## src/rtl/oled_pkg.sv

```systemverilog
// Shared geometry, pattern codes and FSM encoding for the OLED test-pattern source.
package oled_pkg;

    localparam int unsigned OLED_COLS      = 128;
    localparam int unsigned OLED_PAGES     = 8;
    localparam int unsigned OLED_ROWS      = 64;
    localparam int unsigned OLED_BUF_BYTES = 1024;

    localparam int unsigned ADDR_W  = 10;
    localparam int unsigned COL_W   = 7;
    localparam int unsigned PAGE_W  = 3;
    localparam int unsigned ROW_W   = 6;
    localparam int unsigned COORD_W = 9;
    localparam int unsigned PAT_W   = 3;

    localparam logic [PAT_W-1:0] PAT_OFF   = 3'd0;
    localparam logic [PAT_W-1:0] PAT_ON    = 3'd1;
    localparam logic [PAT_W-1:0] PAT_CHECK = 3'd2;
    localparam logic [PAT_W-1:0] PAT_VBAR  = 3'd3;
    localparam logic [PAT_W-1:0] PAT_HBAR  = 3'd4;
    localparam logic [PAT_W-1:0] PAT_DIAG  = 3'd5;
    localparam logic [PAT_W-1:0] PAT_BOX   = 3'd6;

    typedef enum logic [1:0] {
        ST_IDLE,
        ST_LATCH,
        ST_WRITE,
        ST_DONE
    } state_e;

    // Auto-cycle order runs PAT_ON..PAT_BOX and wraps back to PAT_ON.
    function automatic logic [PAT_W-1:0] next_cycle_pattern(input logic [PAT_W-1:0] p);
        return (p >= PAT_BOX) ? PAT_ON : PAT_W'(p + 3'd1);
    endfunction

endpackage

```

## src/rtl/oled_pattern_byte.sv

```systemverilog
// Combinational generator for one page-column byte: bit b is the pixel at row page*8+b.
module oled_pattern_byte
    import oled_pkg::*;
#(
    parameter int unsigned BOX_SIZE = 16
) (
    input  logic [COL_W-1:0]  col,
    input  logic [PAGE_W-1:0] page,
    input  logic [7:0]        offset,
    input  logic [COL_W-1:0]  bx,
    input  logic [ROW_W-1:0]  by,
    input  logic [PAT_W-1:0]  mode,
    output logic [7:0]        pixels
);

    localparam logic [COORD_W-1:0] BOX9 = COORD_W'(BOX_SIZE);

    logic [COORD_W-1:0] x;
    logic [COORD_W-1:0] off9;
    logic [COORD_W-1:0] bx9;
    logic [COORD_W-1:0] by9;

    assign x    = COORD_W'(col);
    assign off9 = COORD_W'(offset);
    assign bx9  = COORD_W'(bx);
    assign by9  = COORD_W'(by);

    // "mod 16 < 8" is simply bit 3 of the sum being clear.
    function automatic logic pixel_on(
        input logic [PAT_W-1:0]   m,
        input logic [COORD_W-1:0] px,
        input logic [COORD_W-1:0] py,
        input logic [COORD_W-1:0] off,
        input logic [COORD_W-1:0] box_x,
        input logic [COORD_W-1:0] box_y
    );
        logic [COORD_W-1:0] s;
        logic               on;
        s  = '0;
        on = 1'b0;
        case (m)
            PAT_ON:    on = 1'b1;
            PAT_CHECK: on = px[3] ^ py[3];
            PAT_VBAR:  begin s = px + off;      on = ~s[3]; end
            PAT_HBAR:  begin s = py + off;      on = ~s[3]; end
            PAT_DIAG:  begin s = px + py + off; on = ~s[3]; end
            PAT_BOX:   on = (px >= box_x) && (px < box_x + BOX9) &&
                            (py >= box_y) && (py < box_y + BOX9);
            default:   on = 1'b0;
        endcase
        return on;
    endfunction

    always_comb begin
        pixels = '0;
        for (int b = 0; b < 8; b++) begin
            pixels[b] = pixel_on(mode, x, COORD_W'({page, 3'(b)}), off9, bx9, by9);
        end
    end

endmodule

```

## src/rtl/oled_pattern_writer.sv

```systemverilog
// Writes one full 128x64 page-major frame into the SSD1306 driver buffer per update request,
// with animation state (frame counter, bouncing box, auto-cycle) stepped once per frame.
module oled_pattern_writer
    import oled_pkg::*;
#(
    parameter int unsigned FRAMES_PER_PATTERN = 90,
    parameter int unsigned BOX_SIZE           = 16
) (
    input  logic              clk,
    input  logic              rst,
    input  logic              update_request,
    input  logic [PAT_W-1:0]  pattern_sel,
    input  logic              auto_cycle,
    input  logic              invert,
    output logic [ADDR_W-1:0] buf_addr,
    output logic [7:0]        buf_data,
    output logic              buf_write,
    output logic              busy,
    output logic              frame_done,
    output logic [PAT_W-1:0]  active_pattern,
    output logic [7:0]        drop_count
);

    localparam logic [COL_W-1:0]  BX_MAX   = COL_W'(OLED_COLS - BOX_SIZE);
    localparam logic [ROW_W-1:0]  BY_MAX   = ROW_W'(OLED_ROWS - BOX_SIZE);
    localparam logic [ADDR_W-1:0] LAST_IDX = ADDR_W'(OLED_BUF_BYTES - 1);
    localparam logic [7:0]        CYC_LAST = 8'(FRAMES_PER_PATTERN - 1);

    state_e             state;
    logic [ADDR_W-1:0]  idx;
    logic               inv_q;
    logic [7:0]         offset_q;
    logic [7:0]         frame_count;
    logic [COL_W-1:0]   bx;
    logic [ROW_W-1:0]   by;
    logic               dir_x;
    logic               dir_y;
    logic [7:0]         cycle_cnt;
    logic [PAT_W-1:0]   cycle_pat;
    logic               auto_prev;
    logic               auto_rise;
    logic [PAT_W-1:0]   cycle_pat_eff;
    logic [7:0]         pixels;

    assign auto_rise     = auto_cycle & ~auto_prev;
    assign cycle_pat_eff = auto_rise ? PAT_ON : cycle_pat;

    oled_pattern_byte #(
        .BOX_SIZE(BOX_SIZE)
    ) u_byte (
        .col    (idx[COL_W-1:0]),
        .page   (idx[ADDR_W-1:COL_W]),
        .offset (offset_q),
        .bx     (bx),
        .by     (by),
        .mode   (active_pattern),
        .pixels (pixels)
    );

    always_ff @(posedge clk) begin
        if (rst) begin
            state          <= ST_IDLE;
            idx            <= '0;
            inv_q          <= 1'b0;
            offset_q       <= '0;
            frame_count    <= '0;
            bx             <= '0;
            by             <= '0;
            dir_x          <= 1'b1;
            dir_y          <= 1'b1;
            cycle_cnt      <= '0;
            cycle_pat      <= PAT_ON;
            auto_prev      <= 1'b0;
            buf_addr       <= '0;
            buf_data       <= '0;
            buf_write      <= 1'b0;
            busy           <= 1'b0;
            frame_done     <= 1'b0;
            active_pattern <= PAT_OFF;
            drop_count     <= '0;
        end else begin
            auto_prev  <= auto_cycle;
            buf_write  <= 1'b0;
            frame_done <= 1'b0;

            // Requests arriving mid-frame are counted and discarded.
            if (update_request && (state != ST_IDLE) && (drop_count != 8'hFF)) begin
                drop_count <= drop_count + 8'd1;
            end

            if (auto_rise) begin
                cycle_pat <= PAT_ON;
                cycle_cnt <= '0;
            end

            case (state)
                ST_IDLE: begin
                    if (update_request) begin
                        state <= ST_LATCH;
                        busy  <= 1'b1;
                    end
                end
                ST_LATCH: begin
                    active_pattern <= auto_cycle ? cycle_pat_eff : pattern_sel;
                    inv_q          <= invert;
                    offset_q       <= frame_count;
                    idx            <= '0;
                    state          <= ST_WRITE;
                end
                ST_WRITE: begin
                    buf_write <= 1'b1;
                    buf_addr  <= idx;
                    buf_data  <= pixels ^ {8{inv_q}};
                    idx       <= idx + ADDR_W'(1);
                    if (idx == LAST_IDX) begin
                        state <= ST_DONE;
                    end
                end
                ST_DONE: begin
                    busy        <= 1'b0;
                    frame_done  <= 1'b1;
                    frame_count <= frame_count + 8'd1;
                    state       <= ST_IDLE;

                    if (dir_x) begin
                        if (bx == BX_MAX) begin
                            dir_x <= 1'b0;
                            bx    <= BX_MAX - COL_W'(1);
                        end else begin
                            bx <= bx + COL_W'(1);
                        end
                    end else begin
                        if (bx == '0) begin
                            dir_x <= 1'b1;
                            bx    <= COL_W'(1);
                        end else begin
                            bx <= bx - COL_W'(1);
                        end
                    end

                    if (dir_y) begin
                        if (by == BY_MAX) begin
                            dir_y <= 1'b0;
                            by    <= BY_MAX - ROW_W'(1);
                        end else begin
                            by <= by + ROW_W'(1);
                        end
                    end else begin
                        if (by == '0) begin
                            dir_y <= 1'b1;
                            by    <= ROW_W'(1);
                        end else begin
                            by <= by - ROW_W'(1);
                        end
                    end

                    // A fresh auto_cycle rise overrides the step and restarts at PAT_ON.
                    if (auto_cycle && !auto_rise) begin
                        if (cycle_cnt == CYC_LAST) begin
                            cycle_cnt <= '0;
                            cycle_pat <= next_cycle_pattern(cycle_pat);
                        end else begin
                            cycle_cnt <= cycle_cnt + 8'd1;
                        end
                    end
                end
                default: state <= ST_IDLE;
            endcase
        end
    end

endmodule

```

## config.mk

```make
export PLATFORM = sky130hd
export DESIGN_NAME = oled_pattern_writer
export DESIGN_NICKNAME = d
export VERILOG_FILES = /design/src/rtl/oled_pkg.sv /design/src/rtl/oled_pattern_byte.sv /design/src/rtl/oled_pattern_writer.sv
export SDC_FILE = /design/constraint.sdc
export NUM_CORES = 1
export LEC_CHECK = 0
export BUFFER_PORTS_ARGS = -buffer_cell sky130_fd_sc_hd__buf_2
export CORE_ASPECT_RATIO = 0.6
export CORE_MARGIN = 3
export CORE_UTILIZATION = 66
export CTS_CLUSTER_SIZE = 30
export DETAILED_ROUTE_END_ITERATION = 6
export HOLD_SLACK_MARGIN = 0.02
export PLACE_DENSITY = 0.88
export SYNTH_ARGS = -nofsm -noshare
export SYNTH_HDL_FRONTEND = slang
export SYNTH_HIERARCHICAL = 1
export SYNTH_SLANG_ARGS = --single-unit
```

## constraint.sdc

```tcl
create_clock -name clk -period 7.03 [get_ports clk]
set_clock_uncertainty 0.05 [all_clocks]
set_input_delay 0.3515 -clock clk [delete_from_list [all_inputs] [get_ports clk]]
set_output_delay 0.3515 -clock clk [all_outputs]
set_load 0.05 [all_outputs]
```

* After elaboration in Yosys (flattened, before gate mapping)
Cells that the tools add are included.
Word-level totals: output and inout bits 32, input bits 8, register bits 84
Operators by class: $lt $le $gt $ge 19, reduce and logical (&&, ||, !) cells 29, bitwise logic cells 21, $add $sub $neg 36, equality and inequality tests 16, mux-type cells 38
Operator list (number):
- 4-bit adder | 25
- 6-bit by 7-bit < comparator with 1-bit output | 8
- 6-bit >= comparator | 8
- 1-bit one-hot mux with 6 select lines | 8
- 8-bit 2-to-1 mux | 4
- 8-bit by 1-bit adder with 8-bit output (second input constant) | 3
- 7-bit 2-to-1 mux | 3
- 1-bit logical AND | 20
- 10-bit one-hot mux with 2 select lines | 1
- 3-bit 2-to-1 mux | 6
- 6-bit 2-to-1 mux | 3
- 1-bit inverter | 18
- 10-bit by 1-bit adder with 10-bit output (second input constant) | 1
- 10-bit equality test (second input constant) | 1
- 3-bit equality test (second input constant) | 3
- 1-bit 2-to-1 mux | 9
- 7-bit by 5-bit adder with 8-bit output (second input constant) | 1
- 8-bit by 7-bit equality test with 1-bit output (second input constant) | 1
- 7-bit by 8-bit < comparator with 1-bit output | 1
- 8-bit inequality test (second input constant) | 1
- 2-bit one-hot mux with 4 select lines | 1
- 8-bit XOR | 1
- 6-bit by 5-bit adder with 7-bit output (second input constant) | 1
- 7-bit by 1-bit adder with 7-bit output (second input constant) | 1
- 23 further kinds | 30

* Longest topological paths before layout
depth after elaboration 7, depth in mapped cells 12

* Modules after synthesis
Netlist, hierarchy kept.
Modules (own cells, without submodules):
- oled_pattern_writer | times used 1, cells an instance 485, seq. area each 1761.7 sq um, area an instance 4271.6 sq um
- oled_pattern_byte | times used 1, cells an instance 173, seq. area each 0.0 sq um, area an instance 1273.7 sq um

* Least setup slack after synthesis
No wires, ideal clock.
path type register to register, start reg bx[4], end reg buf_data[5], cell stages (with the launch flop) 11, clock period less this slack 2431 ps, data arrival time 2295 ps, path slack 4599 ps, setup time 86 ps, data required time 6894 ps, cell sequence dfxtp_1 -> ha_1 -> inv_1 -> ha_1 -> a21o_1 -> a21oi_1 -> o21ai_0 -> a211o_2 -> o31ai_1 -> xnor2_1 -> a211oi_1
Between the ends: word-level cells in the longest chain between the ends 7
RTL lines:
- start, declared | RTL line oled_pattern_writer.sv:34 | logic [COL_W-1:0] bx;
- start signal, assigned | RTL line oled_pattern_writer.sv:128 | bx <= BX_MAX - COL_W'(1);
- start signal, assigned | RTL line oled_pattern_writer.sv:130 | bx <= bx + COL_W'(1);
- start signal, assigned | RTL line oled_pattern_writer.sv:137 | bx <= bx - COL_W'(1);
- 7-bit by 5-bit adder with 8-bit output | RTL line oled_pattern_byte.sv:47 | PAT_BOX: on = (px >= box_x) && (px < box_x + BOX9) &&
- 7-bit by 8-bit < comparator with 1-bit output | RTL line oled_pattern_byte.sv:47
- 1-bit logical AND * (2 in series) | RTL line oled_pattern_byte.sv:47
- 1-bit logical AND * | RTL line oled_pattern_byte.sv:48 | (py >= box_y) && (py < box_y + BOX9);
- 1-bit one-hot mux with 6 select lines * | RTL line oled_pattern_byte.sv:41 | case (m)
- named net pixels[5] | RTL line oled_pattern_writer.sv:43 | logic [7:0] pixels;
- 8-bit XOR * | RTL line oled_pattern_writer.sv:113 | buf_data <= pixels ^ {8{inv_q}};
- end signal, assigned | RTL line oled_pattern_writer.sv:113
- end, declared | RTL line oled_pattern_writer.sv:16 | output logic [7:0] buf_data,
Mark *: on every way through the listed nets, which the timed path passes. The rest lies on a longest branch. A chain may end at the register's enable or synchronous reset.

* Worst setup path in the final report
Same ends and word-level chain as after synthesis.

==> impl_metrics.tcl <==
set metrics [dict create \
    cp.required_ns 7.24 \
    cts_setup_buffers 0 \
    detail_route.vias_per_cell 6.36 \
    drive_above_1_share 0.123 \
    fillers 539 \
    htreeDepth 3 \
    syn_area_per_cell_um2 8.37 \
    cp.arrival_ns 3.05 \
    grt_overflow 0 \
    fin_nets 699 \
    root_buffer "clkbuf_16" \
    dr.pass1.iters 5 \
    wl_per_cell_um 17.3 \
    crit_start "bx[4]" \
    cts_resized 0 \
    ff_latch_area_mm2 0.00160 \
    area_delta_synth_final_pct 9.33 \
    grt_max_degree 62 \
    slew_headroom 0.393 \
    fin_hold_ws_ns 0.194 \
    fin_crit_sh 0.404 \
    cts_tree "built" \
    reg2reg_from "bx[4]" \
    pwr_density_cell_mw_per_mm2 267 \
    finalSetupTns_ns 0 \
    period_minus_slack_ns 2.84 \
    io_buffer_count 39 \
    outcome "finished, final reports clean" \
    max_freq_mhz 352 \
    die_h_um 75.1 \
    grt_pass1_vias 4396 \
    yosys_warnings 6 \
    dr_total_vias 4814 \
    drt-initial-drc-count 462 \
    diodes 0 \
    cp-start-kind "flip-flop" \
    min_path_type "input port to flip-flop" \
    max-cap-violations 0 \
    crit_type "flip-flop to flip-flop" \
    hp-start "invert" \
    postCtsHoldBufs 0 \
    place_hpwl_mm 9.34 \
    p_leak_nw 2.27 \
    final_hold_viol_count 0 \
    finalSetupViolations 0 \
    syn_area_mm2 0.00525 \
    clockBufferDepth 2 \
    path_max_fanout 9 \
    clkTransAtPathRegs_ns 0.06 \
    cts_buffers 9 \
    antenna_found_initial 0 \
    grt_usage 0.291 \
    gp_congestion 0.886 \
    routed_wl_mm 13.1 \
    vdd_drop_max_v 0.000151 \
    cts_sinks 80 \
    rows 24 \
    io_pins 40 \
    die_area_mm2 0.00909 \
    clk_latency_ns 0.35 \
    endpoint_kind "flip-flop" \
    drc 0 \
    coreArea_mm2 0.00748 \
    synth_nets 678 \
    chipWidth_um 121 \
    start_util 0.702 \
    synthCells 627 \
    ant_nets 0 \
    drv_slew 0 \
    multi_input_area_mm2 0.00334 \
    grt_pass1_wl_mm 21.1 \
    rsz0062_at_grt "false" \
    tightest_slew_ns 0.907 \
]
-- per-stage QoR --
step / cells / power, mW / setup slack (ns) / instance area [um^2] / util
after floorplan: 627 / 0.967 / 4.60 / 5250 / -
after global placement: 741 / 1.06 / 4.36 / 5450 / 0.729
after detailed placement: 741 / 1.08 / 4.28 / 5450 / 0.729
after CTS: 757 / 1.54 / 4.23 / 5740 / 0.767
after global routing: 757 / 1.61 / 3.98 / 5740 / 0.767
final: 757 / 1.53 / 4.19 / 5740 / 0.767
-- worst max-delay path: stages, from the launching register on --
cell	delay (ns)
dfxtp_1	0.51
ha_1	0.30
inv_1	0.06
ha_1	0.24
a21o_1	0.19
a21oi_1	0.13
o21ai_0	0.18
a211o_2	0.44
o31ai_1	0.33
xnor2_1	0.10
a211oi_1	0.22
-- report_power, final --
part | switching (mW) | internal [mW] | total, mW
clock | 0.206 | 0.246 | 0.453
combinational | 0.341 | 0.185 | 0.526
sequential | 0.0560 | 0.499 | 0.555
-- flip-flops by register name, summed over array words and instances (netlist names) --
name            cells
cycle_pat           3
idx                10
buf_data            8
active_pattern      3
bx                  7
dir_y               1
drop_count          8
dir_x               1
auto_prev           1
busy                1
offset_q            4
inv_q               1
buf_addr           10
cycle_cnt           8
state               2
by                  6
buf_write           1
frame_done          1
frame_count         4
-- per-layer routing --
layer | vias to the layer above | track usage | part of all wire
met5 | - | 0 | 0
met4 | 0 | 0.0905 | 0.015
met3 | 21 | 0.0766 | 0.089
met2 | 243 | 0.464 | 0.45
met1 | 2245 | 0.394 | 0.45
li1 | 2305 | - | -
-- worst paths after layout --
path / to / slack (ns) / cells after the start
max: buf_data[5] / 4.19 / 10
max reg2reg: buf_data[5] / 4.19 / 10
min: inv_q / 0.19 / 3
min reg2reg: buf_data[3] / 0.43 / 2
-- placed cells by master (no fill, tap or decap), drive strengths merged, types with 4 or more instances in the layout --
master,count
a211oi,14
a21o,4
a21oi,32
a221oi,13
a311oi,4
a31oi,9
and3,9
and4,4
buf,42
clkbuf,9
dfxtp,80
ha,42
inv,46
mux2i,20
nand2,37
nand2b,7
nand3,24
nand4,10
nor2,61
nor2b,16
nor3,13
nor4,4
o211ai,6
o21a,4
o21ai,29
o221ai,4
o31ai,6
or3,5
xnor2,20
xor2,26
-- area by class of cell --
class                           count  share of cell area
Timing Repair Buffer               42              0.0380
Multi-Input combinational cell    473               0.582
Inverter                           42              0.0275
Tap cell                          104              0.0227
Clock buffer                        9              0.0393
Sequential cell                    80               0.279
Clock inverter                      7              0.0109
Power figures use the tool's default switching activity.
